--- config.mk ---
export PLATFORM = sky130hd
export DESIGN_NAME = freq_gate_counter
export DESIGN_NICKNAME = d
export VERILOG_FILES = /design/src/rtl/freq_pkg.sv /design/src/rtl/sync_edge_detect.sv /design/src/rtl/freq_gate_counter.sv
export SDC_FILE = /design/constraint.sdc
export NUM_CORES = 1
export LEC_CHECK = 0
export CAP_MARGIN = 20
export CORE_AREA = 2 2 67 69
export CTS_CLUSTER_SIZE = 8
export DETAILED_ROUTE_END_ITERATION = 12
export DIE_AREA = 0 0 69 71
export GPL_ROUTABILITY_DRIVEN = 0
export PLACE_DENSITY_LB_ADDON = 0.1
export SLEW_MARGIN = 20
export SYNTH_ARGS = -nofsm -noshare
export SYNTH_HDL_FRONTEND = slang
export SYNTH_HIERARCHICAL = 1
export SYNTH_SLANG_ARGS = --single-unit
--- constraint.sdc ---
create_clock -name clk -period 5.8 [get_ports clk]
set_clock_uncertainty 0.05 [all_clocks]
set_input_delay 0.58 -clock clk [delete_from_list [all_inputs] [get_ports clk]]
set_output_delay 0.58 -clock clk [all_outputs]
set_load 0.01 [all_outputs]
--- src/rtl/freq_pkg.sv ---
// Shared definitions for the frequency counter and its BCD consumer.
package freq_pkg;

  // Accumulator width and saturation point; three BCD digits downstream.
  localparam int unsigned COUNT_W_DEF   = 10;
  localparam int unsigned MAX_COUNT_DEF = 999;

  // Gate FSM states.
  typedef enum logic {
    ST_IDLE  = 1'b0,
    ST_COUNT = 1'b1
  } state_t;

endpackage

--- src/rtl/sync_edge_detect.sv ---
// Two-flop synchronizer for an asynchronous input, followed by a delay flop
// to produce a single-cycle pulse on each synchronized rising edge.
module sync_edge_detect
  import freq_pkg::*;
(
  input  logic clk,
  input  logic reset,
  input  logic async_in,
  output logic edge_pulse
);

  logic s1_q, s2_q, s3_q;

  // Synchronizer stages plus the delay stage used for edge detection.
  always_ff @(posedge clk) begin
    if (reset) begin
      s1_q <= 1'b0;
      s2_q <= 1'b0;
      s3_q <= 1'b0;
    end else begin
      s1_q <= async_in;
      s2_q <= s1_q;
      s3_q <= s2_q;
    end
  end

  assign edge_pulse = s2_q & ~s3_q;

endmodule

--- src/rtl/freq_gate_counter.sv ---
// Gated edge counter: counts synchronized rising edges of sig_in over a
// window of GATE_CYCLES clocks and publishes a saturated count per window.
module freq_gate_counter
  import freq_pkg::*;
#(
  parameter int unsigned CLK_HZ      = 100_000_000,
  parameter int unsigned GATE_CYCLES = CLK_HZ,
  parameter int unsigned COUNT_W     = COUNT_W_DEF,
  parameter int unsigned MAX_COUNT   = MAX_COUNT_DEF
) (
  input  logic               clk,
  input  logic               reset,
  input  logic               en,
  input  logic               sig_in,
  output logic [COUNT_W-1:0] freq_count,
  output logic               overflow,
  output logic               count_valid,
  output logic               gate_active
);

  localparam int unsigned          TIMER_W    = $clog2(GATE_CYCLES);
  localparam logic [TIMER_W-1:0]   TIMER_LAST = TIMER_W'(GATE_CYCLES - 1);
  localparam logic [COUNT_W-1:0]   ACC_MAX    = COUNT_W'(MAX_COUNT);

  state_t               state_q, state_d;
  logic [TIMER_W-1:0]   timer_q, timer_d;
  logic [COUNT_W-1:0]   acc_q, acc_d;
  logic                 ovf_q, ovf_d;
  logic [COUNT_W-1:0]   count_q, count_d;
  logic                 overflow_q, overflow_d;
  logic                 valid_q, valid_d;
  logic                 edge_w;
  logic [COUNT_W-1:0]   acc_sum;
  logic                 hit_max;

  sync_edge_detect u_sync (
    .clk        (clk),
    .reset      (reset),
    .async_in   (sig_in),
    .edge_pulse (edge_w)
  );

  // Gate FSM, window timer, saturating accumulator and output latch.
  always_comb begin
    state_d    = state_q;
    timer_d    = timer_q;
    acc_d      = acc_q;
    ovf_d      = ovf_q;
    count_d    = count_q;
    overflow_d = overflow_q;
    valid_d    = 1'b0;

    // Accumulate this cycle's edge without wrapping past MAX_COUNT.
    hit_max = edge_w && (acc_q == ACC_MAX);
    acc_sum = (edge_w && (acc_q != ACC_MAX)) ? acc_q + COUNT_W'(1) : acc_q;

    case (state_q)
      ST_IDLE: begin
        timer_d = '0;
        acc_d   = '0;
        ovf_d   = 1'b0;
        if (en) begin
          state_d = ST_COUNT;
        end
      end
      ST_COUNT: begin
        if (!en) begin
          // Abandoning the window: partial count is dropped, outputs hold.
          state_d = ST_IDLE;
          timer_d = '0;
          acc_d   = '0;
          ovf_d   = 1'b0;
        end else if (timer_q == TIMER_LAST) begin
          // Terminal edge closes the window and the next one starts at once.
          count_d    = acc_sum;
          overflow_d = ovf_q | hit_max;
          valid_d    = 1'b1;
          timer_d    = '0;
          acc_d      = '0;
          ovf_d      = 1'b0;
        end else begin
          timer_d = timer_q + TIMER_W'(1);
          acc_d   = acc_sum;
          ovf_d   = ovf_q | hit_max;
        end
      end
      default: begin
        state_d = ST_IDLE;
      end
    endcase
  end

  // State and output registers with synchronous reset.
  always_ff @(posedge clk) begin
    if (reset) begin
      state_q    <= ST_IDLE;
      timer_q    <= '0;
      acc_q      <= '0;
      ovf_q      <= 1'b0;
      count_q    <= '0;
      overflow_q <= 1'b0;
      valid_q    <= 1'b0;
    end else begin
      state_q    <= state_d;
      timer_q    <= timer_d;
      acc_q      <= acc_d;
      ovf_q      <= ovf_d;
      count_q    <= count_d;
      overflow_q <= overflow_d;
      valid_q    <= valid_d;
    end
  end

  assign freq_count  = count_q;
  assign overflow    = overflow_q;
  assign count_valid = valid_q;
  assign gate_active = (state_q == ST_COUNT);

endmodule

After elaboration in Yosys (flattened, before gate mapping)
Cells that the tools add are included.

cells by class
  add/subtract/negate cells = 2
  equality and inequality tests = 3
  multiplexer cells = 12
  bitwise gates (word level) = 5
  reduce and logical (&&, ||, !) cells = 4

operators with widths
  kind                     count
  $mux W27                 2
  $pmux W27 S2             1
  $mux W10                 3
  $add A27 B1 Y27 const B  1
  $eq A27 B27 Y1 const B   1
  $pmux W10 S2             1
  $add A10 B1 Y10 const B  1
  $eq A10 B10 Y1 const B   1
  $ne A10 B10 Y1 const B   1
  $mux W1                  4
  $not A1 Y1               3
  $reduce_and A3 Y1        1
  $reduce_or A3 Y1         1
  $logic_and A1 B1 Y1      2
  $pmux W1 S2              1
  $and A1 B1 Y1            1
  $or A1 B1 Y1             1

word-level totals
  register bits after elaboration = 54
  word-level logic and storage cells = 36

Logic depth before layout (Yosys ltp)
  word-level depth = 7
  gate-level depth with buffers = 7
  gate-level depth less buffers = 5

Modules after synthesis
Netlist, hierarchy kept.

modules (own cells, without submodules)
  module             instances  cells each  area an instance (µm²)  sequential area each (µm²)
  freq_gate_counter  1          268         2,343.5                 1,021.0
  sync_edge_detect   1          7           87.6                    60.1

Worst setup path after synthesis
No wires, ideal clock.

  path kind = register to register
  start = reg timer_q[0]
  end = reg timer_q[22]
  library setup time = 0.070 ns
  arrival = 1.830 ns
  setup slack = 3.850 ns
  stages on the path, launching flop included = 7
  buffers on the path = 1
  path through = dfxtp_1 > ha_1 > nand3_2 > or4_1 > buf_2 > or3_1 > a21oi_1

between the ends
  word-level cells in the longest chain between the ends = 4
  elaborated cells on any way between the ends = 5
  those cells by class = add/sub (1); eq/ne (1); mux (3)

RTL lines
  what                                                      line                                              text
  start, declared                                           freq_gate_counter.sv:26                           logic [TIMER_W-1:0] timer_q, timer_d;
  start signal, assigned                                    freq_gate_counter.sv:105                          timer_q <= timer_d;
  $add A27 B1 Y27 / $eq A27 B27 Y1 (equally long branches)  freq_gate_counter.sv:82, freq_gate_counter.sv:73
  $mux W27 *                                                freq_gate_counter.sv:73                           end else if (timer_q == TIMER_LAST) begin
  $mux W27 *                                                freq_gate_counter.sv:67                           if (!en) begin
  $pmux W27 S2 *                                            freq_gate_counter.sv:57                           case (state_q)

Mark *: on every way between the ends. The rest lies on a longest branch, timed or not.
A chain may end at the register's enable or synchronous reset.

==> results.json <==
{
  "min_to": "u_sync/s2_q",
  "tightest_slew_ns": 0.580,
  "synth_cells": 275,
  "routed_via_density": 6.01,
  "status": "complete, no violations",
  "synth_flop_cell": "dfxtp_1",
  "crit_path_end_kind": "flop",
  "initial_core_util_pct": 57.8,
  "synthMuxAreaShare_pct": 0.412,
  "slew_headroom_pct": 61.2,
  "fmax_mhz": 409,
  "drc": 0,
  "min_period_ns": 2.45,
  "first_global_vias": 1843,
  "ios": 17,
  "ys_seq_area_share_pct": 44.5,
  "drt_iter0_markers": 131,
  "synth_edf_count": 0,
  "area_delta_synth_final_pct": 11.9,
  "p_clk_share_pct": 35.6,
  "dieWidth_um": 69,
  "clockBufferDepth": 2,
  "synth_compound_area_share_pct": 18.8,
  "post_cts_buffers": 0,
  "critical_path_arrival_ns": 2.61,
  "synth_top_area_share_pct": 44.5,
  "place_inst": 333,
  "rsz0062_at_grt": "no",
  "cts_buffers": 5,
  "slowest_stage": "clkdlybuf4s50_1",
  "timing.final.ws_setup_ns": 3.35,
  "irDropWorstVdd_uv": 214,
  "firstDrtPassIters": 4,
  "dieHeight_um": 71,
  "grt_overflow_total": 0,
  "grt_max_degree": 32,
  "synth_top_family_by_area": "simple AND/OR/NAND/NOR gates",
  "hp-start": "u_sync/s1_q",
  "total_power_uw": 596,
  "r2r_setup_slack_ns": 3.49,
  "p_per_area_nw_per_um2": 219,
  "yosys_warnings": 6,
  "synth_xor_area_share_pct": 4.68,
  "hold_path_class": "reg -> reg",
  "ant_nets": 0,
  "drive_above_1_share_pct": 6.92,
  "yosys.area_share.adder_pct": 1.03,
  "postCtsHoldBufs": 0,
  "clock_sinks": 54,
  "cp_max_fo": 31,
  "cpPeakStageDelay_ns": 0.83,
  "setup_violations": 0,
  "synth_seq_cells": 54,
  "wirelength_um": 5100,
  "yosys.area_share.simple_pct": 27.9,
  "path_class": "in -> reg",
  "vias": 2050,
  "ys_async_sr_fraction_pct": 0,
  "insertion_delay_ns": 0.31,
  "cap_viol_max_count": 0,
  "cts_resized": 0,
  "reg2reg_from": "timer_q[0]",
  "yosysUniqueCellTypes": 42,
  "yosysTopAreaCell": "dfxtp_1",
  "combPwrFrac_pct": 1.9,
  "report.final.hold_viol_count": 0,
  "io_buffers": 16,
  "dp_hpwl_um": 3600,
  "p_leak_uw": 0.000823,
  "swShare_pct": 22.5,
  "ys_top_cells_by_area": "dfxtp_1 44%, a21oi_1 5.1%, o21ai_0 3.5%",
  "seqPwrFrac_pct": 62.5,
  "drv_slew": 0,
  "critPathLaunchType": "input pin",
  "core_area_um2": 4200,
  "required_ns": 5.97,
  "die_area_um2": 4900,
  "hold_path_depth": 1,
  "synth_nets": 281,
  "syn_area_per_cell_um2": 8.84,
  "diodes": 0,
  "fin_crit_sh_pct": 42.2,
  "clk_pin_slew_ns": 0.10,
  "final_nets": 294,
  "antenna_found_initial": 0,
  "cts_max_level": 2,
  "wl_per_cell_um": 15.0,
  "fin_setup_tns_ns": 0,
  "p_int_uw": 462,
  "cts-root-buf": "clkbuf_8",
  "track_usage_pct": 23.2,
  "whs_ns": 0.405,
  "fin_cells": 341,
  "worstReg2RegEnd": "timer_q[24]",
  "r2r_cells": 5,
  "p_switching_uw": 134,
  "syn_area_um2": 2430,
  "rows": 24,
  "grt_pass1_wl_um": 9090,
  "cts_tree": "done",
  "path_cells": "clkdlybuf4s50_1, nand3b_1, inv_1, o31ai_4, buf_4, o21ba_2",
  "post-place-ws_ns": 3.00
}
-- metrics by stage --
stage / area [µm²] / utilization [%]
2_1_floorplan: 2430 / -
3_5_place_dp: 2630 / 62.6
3_3_place_gp: 2630 / 62.6
5_1_grt: 2720 / 64.7
4_1_cts: 2720 / 64.7
6_report: 2720 / 64.7
-- cells by family after synthesis --
family          Yosys count
flops                    54
buf+inv                  16
simple gates            117
compound gates           72
fa+ha+maj                 2
xor+xnor                 13
mux                       1
-- worst max path at each step --
stage | startpoint | end | slack [ns] | cells past startpoint
2_1_floorplan | timer_q[0] | timer_q[22] | 3.85 | 6
3_3_place_gp | reset | acc_q[6] | 3.07 | 6
3_5_place_dp | reset | acc_q[7] | 3.00 | 6
4_1_cts | reset | acc_q[7] | 3.34 | 6
5_1_grt | reset | acc_q[7] | 3.17 | 6
6_report | reset | acc_q[7] | 3.35 | 6
-- flip-flops by register name (all words and copies together), names as in the netlist --
name	cells
timer_q	27
u_sync/s3_q	1
overflow	1
u_sync/s1_q	1
ovf_q	1
freq_count	10
gate_active	1
count_valid	1
u_sync/s2_q	1
acc_q	10
-- area by class of cell --
class | count | area, µm²
Inverter | 5 | 18.8
Multi-Input combinational cell | 205 | 1300
Sequential cell | 54 | 1080
Fill cell | 372 | 1480
Timing Repair Buffer | 17 | 168
Clock buffer | 5 | 68.8
Tap cell | 52 | 65.1
Clock inverter | 3 | 21.3
-- layout by cell type, fill, tap and decap left out, types with 5 or more instances in the layout --
| master | count |
|---|---|
| dfxtp_1 | 54 |
| a21oi_1 | 25 |
| nor2_1 | 19 |
| nand2_1 | 18 |
| o21ai_0 | 17 |
| clkdlybuf4s50_1 | 16 |
| nand3_1 | 12 |
| or3_1 | 9 |
| nand4_1 | 8 |
| xnor2_1 | 8 |
| or4_1 | 7 |
| nor4_1 | 7 |
| and3_1 | 6 |
| and4_1 | 6 |
| nor3_1 | 6 |
| nor2b_1 | 6 |
| o31ai_1 | 5 |
| inv_1 | 5 |
| xor2_1 | 5 |
| o211ai_1 | 5 |
| o21ba_2 | 5 |
| clkbuf_8 | 5 |
-- worst max-delay path, delay by kind of cell --
| kind | cells | cell delay [ns] |
|---|---|---|
| AO/OA/AOI/OAI | 2 | 0.29 |
| buffers and inverters | 3 | 1.33 |
| AND/OR/NAND/NOR | 1 | 0.39 |
-- metal layers --
layer	wire [µm]	track usage [%]
met2	2120	31.8
met5	0	0
met1	2730	36.4
met3	182	4.27
met4	70	7.19
-- cell usage after synthesis, types with 7 or more instances --
cell and count:
or4_1 7, nand3_1 12, xnor2_1 8, dfxtp_1 54
nand2_1 18, or3_1 9, a21oi_1 25, nor4_1 7
nor2_1 19, nand4_1 8, o21ai_0 17
-- power groups by stage --
stage / registers (µW) / logic (µW) / clock network, µW
3_3_place_gp: 381 / 11.3 / 0
6_report: 373 / 11.3 / 212
3_5_place_dp: 381 / 11.4 / 0
5_1_grt: 373 / 12.4 / 230
2_1_floorplan: 381 / 5.87 / 0
4_1_cts: 373 / 11.4 / 216
No activity file was read; power rests on OpenSTA's default activity.
